$ cat config.mk
export PLATFORM = sky130hd
export DESIGN_NAME = jump_charge_ctrl
export DESIGN_NICKNAME = d
export VERILOG_FILES = /design/src/rtl/jump_charge_ctrl_pkg.sv /design/src/rtl/jump_charge_ctrl_sync_2ff.sv /design/src/rtl/jump_charge_ctrl.sv
export SDC_FILE = /design/constraint.sdc
export NUM_CORES = 1
export LEC_CHECK = 0
export BUFFER_PORTS_ARGS = -buffer_cell sky130_fd_sc_hd__buf_2
export CELL_PAD_IN_SITES_DETAIL_PLACEMENT = 0
export CELL_PAD_IN_SITES_GLOBAL_PLACEMENT = 1
export CORE_UTILIZATION = 39
export CTS_BUF_LIST = sky130_fd_sc_hd__clkbuf_16
export DETAILED_ROUTE_END_ITERATION = 16
export PLACE_DENSITY = 0.79
export SLEW_MARGIN = 20
export SYNTH_ARGS = -nofsm -noshare
export SYNTH_HDL_FRONTEND = slang
export SYNTH_SLANG_ARGS = --single-unit
$ cat constraint.sdc
create_clock -name clk -period 1.9 [get_ports clk]
set_input_delay 0.19 -clock clk [delete_from_list [all_inputs] [get_ports clk]]
set_output_delay 0.19 -clock clk [all_outputs]
set_load 0.01 [all_outputs]
$ cat src/rtl/jump_charge_ctrl_pkg.sv
// Shared definitions for the jump charge controller, the kinematics unit
// and the power-bar display.
//   state_t      : controller sequencing states
//   V_W          : width of velocity / charge values
//   DEF_*        : default charge/hold/watchdog constants
package jump_pkg;

  typedef enum logic [2:0] {
    ST_IDLE,
    ST_CHARGE,
    ST_JUMP,
    ST_LAND,
    ST_RELWAIT
  } state_t;

  localparam int V_W         = 11;
  localparam int DEF_STEP    = 4;
  localparam int DEF_VMIN    = 16;
  localparam int DEF_VMAX    = 508;
  localparam int DEF_HOLD    = 8;
  localparam int DEF_TIMEOUT = 65535;

endpackage

$ cat src/rtl/jump_charge_ctrl_sync_2ff.sv
// Two-flop synchroniser for a single level signal arriving from another
// clock domain (or from no clock at all).
//   clk : destination clock
//   rst : synchronous active-high reset, clears both stages
//   d   : asynchronous input level
//   q   : synchronised level, two clk cycles behind d
module sync_2ff (
  input  logic clk,
  input  logic rst,
  input  logic d,
  output logic q
);

  logic meta_q;
  logic stable_q;

  always_ff @(posedge clk) begin
    if (rst) begin
      meta_q   <= 1'b0;
      stable_q <= 1'b0;
    end else begin
      meta_q   <= d;
      stable_q <= meta_q;
    end
  end

  assign q = stable_q;

endmodule

$ cat src/rtl/jump_charge_ctrl.sv
// Jump charge controller: converts a press-and-hold of the jump button into
// a launch velocity and sequences one jump of the kinematics unit.
//   clk       : system clock
//   rst       : synchronous active-high reset
//   btn       : debounced jump-button level
//   tick      : one-cycle charge-rate strobe
//   i_done    : done flag from the kinematics unit (asynchronous)
//   o_jump_en : kinematics enable, low clears the consumer
//   o_v_init  : launch velocity, held until the next launch
//   o_charge  : live charge level for the power bar
//   o_landed  : high during the post-landing hold window
//   o_timeout : one-cycle pulse when the watchdog aborts a jump
module jump_charge_ctrl
  import jump_pkg::*;
#(
  parameter int STEP    = DEF_STEP,
  parameter int VMIN    = DEF_VMIN,
  parameter int VMAX    = DEF_VMAX,
  parameter int HOLD    = DEF_HOLD,
  parameter int TIMEOUT = DEF_TIMEOUT
) (
  input  logic           clk,
  input  logic           rst,
  input  logic           btn,
  input  logic           tick,
  input  logic           i_done,
  output logic           o_jump_en,
  output logic [V_W-1:0] o_v_init,
  output logic [V_W-1:0] o_charge,
  output logic           o_landed,
  output logic           o_timeout
);

  localparam int HW = (HOLD > 1) ? $clog2(HOLD) : 1;

  state_t         state_q, state_d;
  logic [V_W-1:0] charge_q, charge_d;
  logic [V_W-1:0] v_init_q, v_init_d;
  logic           jump_en_q, jump_en_d;
  logic           landed_q, landed_d;
  logic           timeout_q, timeout_d;
  logic [15:0]    wdog_q, wdog_d;
  logic [HW-1:0]  hold_q, hold_d;
  logic           done_s;
  logic [V_W:0]   charge_sum;
  logic [V_W-1:0] charge_sat;

  sync_2ff u_done_sync (
    .clk (clk),
    .rst (rst),
    .d   (i_done),
    .q   (done_s)
  );

  // One extra bit of headroom so the sum cannot wrap before the clamp.
  assign charge_sum = {1'b0, charge_q} + (V_W+1)'(STEP);
  assign charge_sat = (charge_sum > (V_W+1)'(VMAX)) ? V_W'(VMAX) : charge_sum[V_W-1:0];

  always_comb begin
    state_d   = state_q;
    charge_d  = charge_q;
    v_init_d  = v_init_q;
    jump_en_d = jump_en_q;
    landed_d  = landed_q;
    timeout_d = 1'b0;
    wdog_d    = wdog_q;
    hold_d    = hold_q;

    case (state_q)
      ST_IDLE: begin
        jump_en_d = 1'b0;
        landed_d  = 1'b0;
        charge_d  = '0;
        if (btn) state_d = ST_CHARGE;
      end
      ST_CHARGE: begin
        // Release takes priority over a coincident tick.
        if (!btn) begin
          if (charge_q >= V_W'(VMIN)) begin
            v_init_d  = charge_q;
            jump_en_d = 1'b1;
            wdog_d    = '0;
            state_d   = ST_JUMP;
          end else begin
            charge_d = '0;
            state_d  = ST_IDLE;
          end
        end else if (tick) begin
          charge_d = charge_sat;
        end
      end
      ST_JUMP: begin
        jump_en_d = 1'b1;
        if (done_s) begin
          landed_d = 1'b1;
          hold_d   = '0;
          state_d  = ST_LAND;
        end else if (wdog_q == 16'(TIMEOUT - 1)) begin
          timeout_d = 1'b1;
          jump_en_d = 1'b0;
          state_d   = ST_RELWAIT;
        end else begin
          wdog_d = wdog_q + 16'd1;
        end
      end
      ST_LAND: begin
        if (hold_q == HW'(HOLD - 1)) begin
          jump_en_d = 1'b0;
          landed_d  = 1'b0;
          charge_d  = '0;
          state_d   = ST_RELWAIT;
        end else begin
          hold_d = hold_q + HW'(1);
        end
      end
      ST_RELWAIT: begin
        // A button still held from the last charge must be let go first.
        jump_en_d = 1'b0;
        landed_d  = 1'b0;
        if (!btn) begin
          charge_d = '0;
          state_d  = ST_IDLE;
        end
      end
      default: begin
        jump_en_d = 1'b0;
        landed_d  = 1'b0;
        state_d   = ST_IDLE;
      end
    endcase
  end

  always_ff @(posedge clk) begin
    if (rst) begin
      state_q   <= ST_IDLE;
      charge_q  <= '0;
      v_init_q  <= '0;
      jump_en_q <= 1'b0;
      landed_q  <= 1'b0;
      timeout_q <= 1'b0;
      wdog_q    <= '0;
      hold_q    <= '0;
    end else begin
      state_q   <= state_d;
      charge_q  <= charge_d;
      v_init_q  <= v_init_d;
      jump_en_q <= jump_en_d;
      landed_q  <= landed_d;
      timeout_q <= timeout_d;
      wdog_q    <= wdog_d;
      hold_q    <= hold_d;
    end
  end

  assign o_jump_en = jump_en_q;
  assign o_v_init  = v_init_q;
  assign o_charge  = charge_q;
  assign o_landed  = landed_q;
  assign o_timeout = timeout_q;

endmodule

## Yosys cells after proc, flatten, opt, wreduce, memory -nomap -nowiden

Cells that the tools add are included.

- Latch bits: 0
- Bits in read-only memories: 0
- Memories: 0
- Output and inout bits: 25
- Logic and storage cells: 80
- Flip-flop bits (word level): 49
- RAM bits: 0

- $add $sub $neg: 3
- Reductions and logical operators: 12
- Shift operators: 0
- Divide/modulo/power cells: 0
- Eq/ne operators: 18
- Multiply operators: 0
- Multiplexer cells: 32
- Order comparisons: 2
- Bitwise gates (word level): 3

Operator list:

| operator | number |
|---|---|
| $mux W11 | 6 |
| $mux W16 | 4 |
| $pmux W11 S4 | 1 |
| $pmux W16 S2 | 1 |
| $mux W3 | 8 |
| $add A16 B1 Y16 const B | 1 |
| $eq A16 B16 Y1 const B | 1 |
| $ne A2 B2 Y1 const B | 8 |
| $pmux W3 S5 | 1 |
| $reduce_and A5 Y1 | 3 |
| $add A11 B3 Y12 const B | 1 |
| $gt A12 B9 Y1 const B | 1 |
| $reduce_and A3 Y1 | 4 |
| $ge A11 B5 Y1 const B | 1 |
| $mux W1 | 7 |
| $eq A3 B2 Y1 const B | 2 |
| $eq A3 B3 Y1 const B | 2 |
| $ne A3 B3 Y1 const B | 2 |
| $pmux W1 S3 | 2 |
| $pmux W3 S2 | 1 |
| $reduce_bool A2 Y1 | 2 |
| $reduce_bool A4 Y1 | 1 |
| $add A3 B1 Y3 const B | 1 |
| $eq A3 B1 Y1 const B | 1 |
| other kinds (6) | 8 |

## Logic depth before layout (Yosys ltp)

- Depth after elaboration: 6
- Gate-level depth with buffers: 9

## By module

From an unflattened synthesis, not the netlist that was laid out.

- Cells, all modules: 283
- Area total of the unflattened synthesis: 2,359.8 um^2

Modules (own cells, without submodules):

| module | cells an instance | seq. area each (um^2) | area an instance (um^2) | times used |
|---|---|---|---|---|
| jump_charge_ctrl | 279 | 860.8 | 2,307.2 | 1 |
| sync_2ff | 4 | 40.0 | 52.6 | 1 |

## Least setup slack after synthesis

OpenSTA, ideal clock, no wires.

- Path kind: register -> register
- Start point: register wdog_q[0]
- End point: register state_q[1]
- Data required time: 1.772 ns
- Setup slack: 0.008 ns
- Cell stages (with the launch flop): 9
- Library setup time: 0.128 ns
- Data arrival time: 1.764 ns
- Path through: dfxtp_1 > inv_1 > ha_1 > nand4_1 > or4_1 > buf_2 > a211oi_2 > mux2i_1 > nor2_1

- Longest elaborated chain between the ends: 3

RTL lines:

| what | RTL line | text |
|---|---|---|
| start, declared | jump_charge_ctrl.sv:42 | `logic [15:0] wdog_q, wdog_d;` |
| start signal, assigned | jump_charge_ctrl.sv:150 | `wdog_q <= wdog_d;` |
| $eq A16 B16 Y1 | jump_charge_ctrl.sv:98 | `end else if (wdog_q == 16'(TIMEOUT - 1)) begin` |
| $ne A3 B2 Y1 (no source line) | n/a |  |
| $reduce_and A5 Y1 (no source line) | n/a |  |
| end signal, assigned | jump_charge_ctrl.sv:144 | `state_q <= state_d;` |
| end, declared | jump_charge_ctrl.sv:36 | `state_t state_q, state_d;` |

Every way passes these cells.
A chain may end at the register's enable or synchronous reset.

## Worst setup path after layout

- Start point: register state_q[1]
- End point: register wdog_q[15]

- Longest elaborated chain between the ends: 3
- Elaborated cells on any way between the ends: 9

RTL lines:

| what | RTL line | text |
|---|---|---|
| $eq A3 B2 Y1 or $eq A3 B1 Y1 (tied branches) | jump_charge_ctrl.sv:69 | `case (state_q)` |
| $ne A2 B2 Y1 (no source line) or $reduce_bool A2 Y1 (tied branches) | n/a |  |
| $reduce_and A5 Y1 (no source line) | n/a |  |

Parallel ways exist; a longest one is shown, timed or not.

==> impl_metrics.tcl <==
set metrics [dict create \
    status "finished, violations left" \
    violations "setup timing" \
    synth.most_common_cell "dfxtp_1" \
    io_pins 30 \
    clockRootBuffer "clkbuf_16" \
    clock_sinks 45 \
    synth_edf_count 0 \
    vdd_drop_max_uv 535.2 \
    final_max_slew_viol_count 0 \
    placed_area_um2 2795 \
    path_cells "or4b_4 -> a21bo_4 -> o2111ai_4 -> buf_6 -> or4_1 -> a21oi_1" \
    initial_core_util 0.4149 \
    grt_pass1_vias 2150 \
    grt_usage 0.1994 \
    yosys.area.top_type_share 0.3848 \
    synthToLayoutAreaGrowth_pct 32.82 \
    synthCells 280 \
    die_w_um 79.48 \
    ant_nets 0 \
    n_antenna_cell 0 \
    vias_per_cell 5.480 \
    end_kind "register" \
    topRoutingLayerUsed "met4" \
    async_reset_ff_frac 0 \
    num-nets-final 355 \
    vias 2285 \
    netSwitchingPower_mw 0.4636 \
    cts_made_buffers 5 \
    p_int_mw 1.631 \
    first_pass_iters 4 \
    finalCriticalPeriod_ns 1.938 \
    syn_area_per_cell_um2 8.361 \
    synth.largest_area_cell "dfxtp_1" \
    grt_start_max_net_pins 17 \
    slowest_stage "or4b_4" \
    synthTopCellsByCount "dfxtp_1, a21oi_1, nor2_1, nand2_1, o21ai_0" \
    finalSetupViolCount 3 \
    worstPathMaxFanout 6 \
    rsz0062_at_grt "true" \
    met3WireLength_um 296 \
    wl_met2_mm 2.820 \
    max_stage_delay_ns 0.52 \
    synth_cell_types 48 \
    ys_ff_latch 45 \
    clkTransAtPathRegs_ns 0.06 \
    p_per_area_nw_per_um2 673.7 \
    swShare 0.2214 \
    hpwl_mm 3.954 \
    ys.flop_type "dfxtp_1" \
    worst_ep_required_time_ns 2.12 \
    critPathLaunchType "register" \
    core_um2 5642 \
    yosys_warnings 0 \
    dieArea_um2 6316 \
    port_buffers 25 \
    cap_viol_max_count 0 \
    layout-drive-gt1-share 0.3333 \
    post-route-drc-count 0 \
    ys_seq_area_frac 0.3848 \
    cpLargestDelayFamily "simple AND/OR/NAND/NOR gates" \
    hold_path_class "in2reg" \
    std_cell_rows 27 \
    chipHeight_um 79.48 \
    cts_tree "built" \
    grt_antenna_before_repair 0 \
    fin_skew_ns 0.002875 \
    critPathArrivalTime_ns 2.16 \
    final_area_um2 3109 \
    combPwrFrac 0.073 \
    cts_htree_levels 2 \
    wl_mm 5.864 \
    hold_viol_final 0 \
    cp.buffers_inverters 1 \
    clock_path_buffers 2 \
    syn-cell-area_um2 2341 \
    max_freq_ghz 0.5161 \
    gp_congestion 0.8844 \
    worst-setup-path-type "reg2reg" \
    synthTopCellsByArea "dfxtp_1, a21oi_1, mux2i_1, nor2_1, o21ai_0" \
    finalCritPeriodShare 1.020 \
    fin_ws_ns -0.03769 \
    wirelength_met1_mm 2.712 \
    first_iter_violations 137 \
    fin_hold_ws_ns 0.1294 \
    seqPwrFrac 0.455 \
    power_leakage_nw 1.212 \
    grt_pass1_wl_mm 9.901 \
    pwr-share-clk 0.472 \
    clock_latency_ns 0.28 \
    wl_per_cell_um 14.06 \
    overflow 0 \
]
## path summary, 6_finish.rpt
path	from	end	slack [ns]	depth (start not counted)
setup / recovery	state_q[1]	wdog_q[15]	-0.04	6
hold / removal	i_done	u_done_sync.meta_q	0.13	2
setup reg to reg	state_q[1]	wdog_q[15]	-0.04	6
hold reg to reg	u_done_sync.meta_q	u_done_sync.q	0.44	1
## timing repair
item	CTS	global route
pin swaps	5	8
cloned	1	1
hold endpoints to repair	0	0
setup endpoints to repair	21	28
hold buffers	0	0
gates resized for setup	13	25
buffers inserted	0	1
## cell families after synthesis
group | after synthesis | share of synthesized area
other | 1 | 0.001602
buffers and inverters | 30 | 0.06307
flip-flops | 45 | 0.3848
adder cells (fa/ha/maj) | 6 | 0.03207
XOR/XNOR | 2 | 0.007484
AO/OA/AOI/OAI | 77 | 0.2207
AND/OR/NAND/NOR | 109 | 0.2475
multiplexers | 10 | 0.04276
## state kept, by name (all words and copies together) (netlist names)
name and flops:
o_v_init 9, u_done_sync.meta_q 1, hold_q 3, o_landed 1, wdog_q 16, o_jump_en 1
o_charge 9, state_q 3, u_done_sync.q 1, o_timeout 1
## layer usage
| layer | vias to the layer above | track usage |
|---|---|---|
| met5 | - | 0 |
| met4 | 0 | 0.05455 |
| met3 | 4 | 0.04800 |
| met2 | 61 | 0.3308 |
| met1 | 1073 | 0.2556 |
| li1 | 1147 | - |
## metrics by stage
stage / setup slack (ns) / instances / setup TNS [ns] / utilization / power, mW
floorplan: 0.008179 / 283 / 0 / - / 1.066
global placement: -0.06786 / 406 / -0.8439 / 0.4955 / 1.114
detailed placement: -0.1224 / 406 / -1.390 / 0.4955 / 1.113
CTS: -0.03460 / 415 / -0.1214 / 0.5340 / 2.098
global route: -0.09642 / 417 / -0.4647 / 0.5511 / 2.161
finish: -0.03769 / 417 / -0.09811 / 0.5511 / 2.095
## layout by cell type (no fill, tap or decap), types with 4 or more instances in the layout
| master | count |
|---|---|
| buf_4 | 43 |
| dfxtp_1 | 38 |
| nor2_1 | 25 |
| buf_2 | 25 |
| a21oi_1 | 23 |
| nand2_1 | 19 |
| o21ai_0 | 13 |
| inv_1 | 11 |
| nand3_1 | 11 |
| mux2i_1 | 10 |
| or3_1 | 8 |
| nor2b_1 | 7 |
| dfxtp_2 | 7 |
| nand4_1 | 6 |
| o31ai_1 | 6 |
| ha_1 | 5 |
| clkbuf_16 | 5 |
| and2_1 | 4 |
| and3_1 | 4 |
| conb_1 | 4 |
## power by group through the flow
stage	clock [mW]	combinational [mW]	sequential [mW]
2_1_floorplan	0	0.0900	0.976
3_3_place_gp	0	0.139	0.974
6_report	0.989	0.153	0.953
4_1_cts	1.00	0.142	0.953
5_1_grt	1.04	0.169	0.953
3_5_place_dp	0	0.138	0.975
## area by class of cell
type                    count  area, µm²
inverters                  12      45.04
flip-flops and latches     45      909.6
multi-input cells         209       1416
well taps                  72      90.09
clock buffers               5      125.1
clock inverters             3      41.29
fillers                   526       2532
repair buffers             71      481.7
Note: power is estimated with default switching activity, not from simulation.
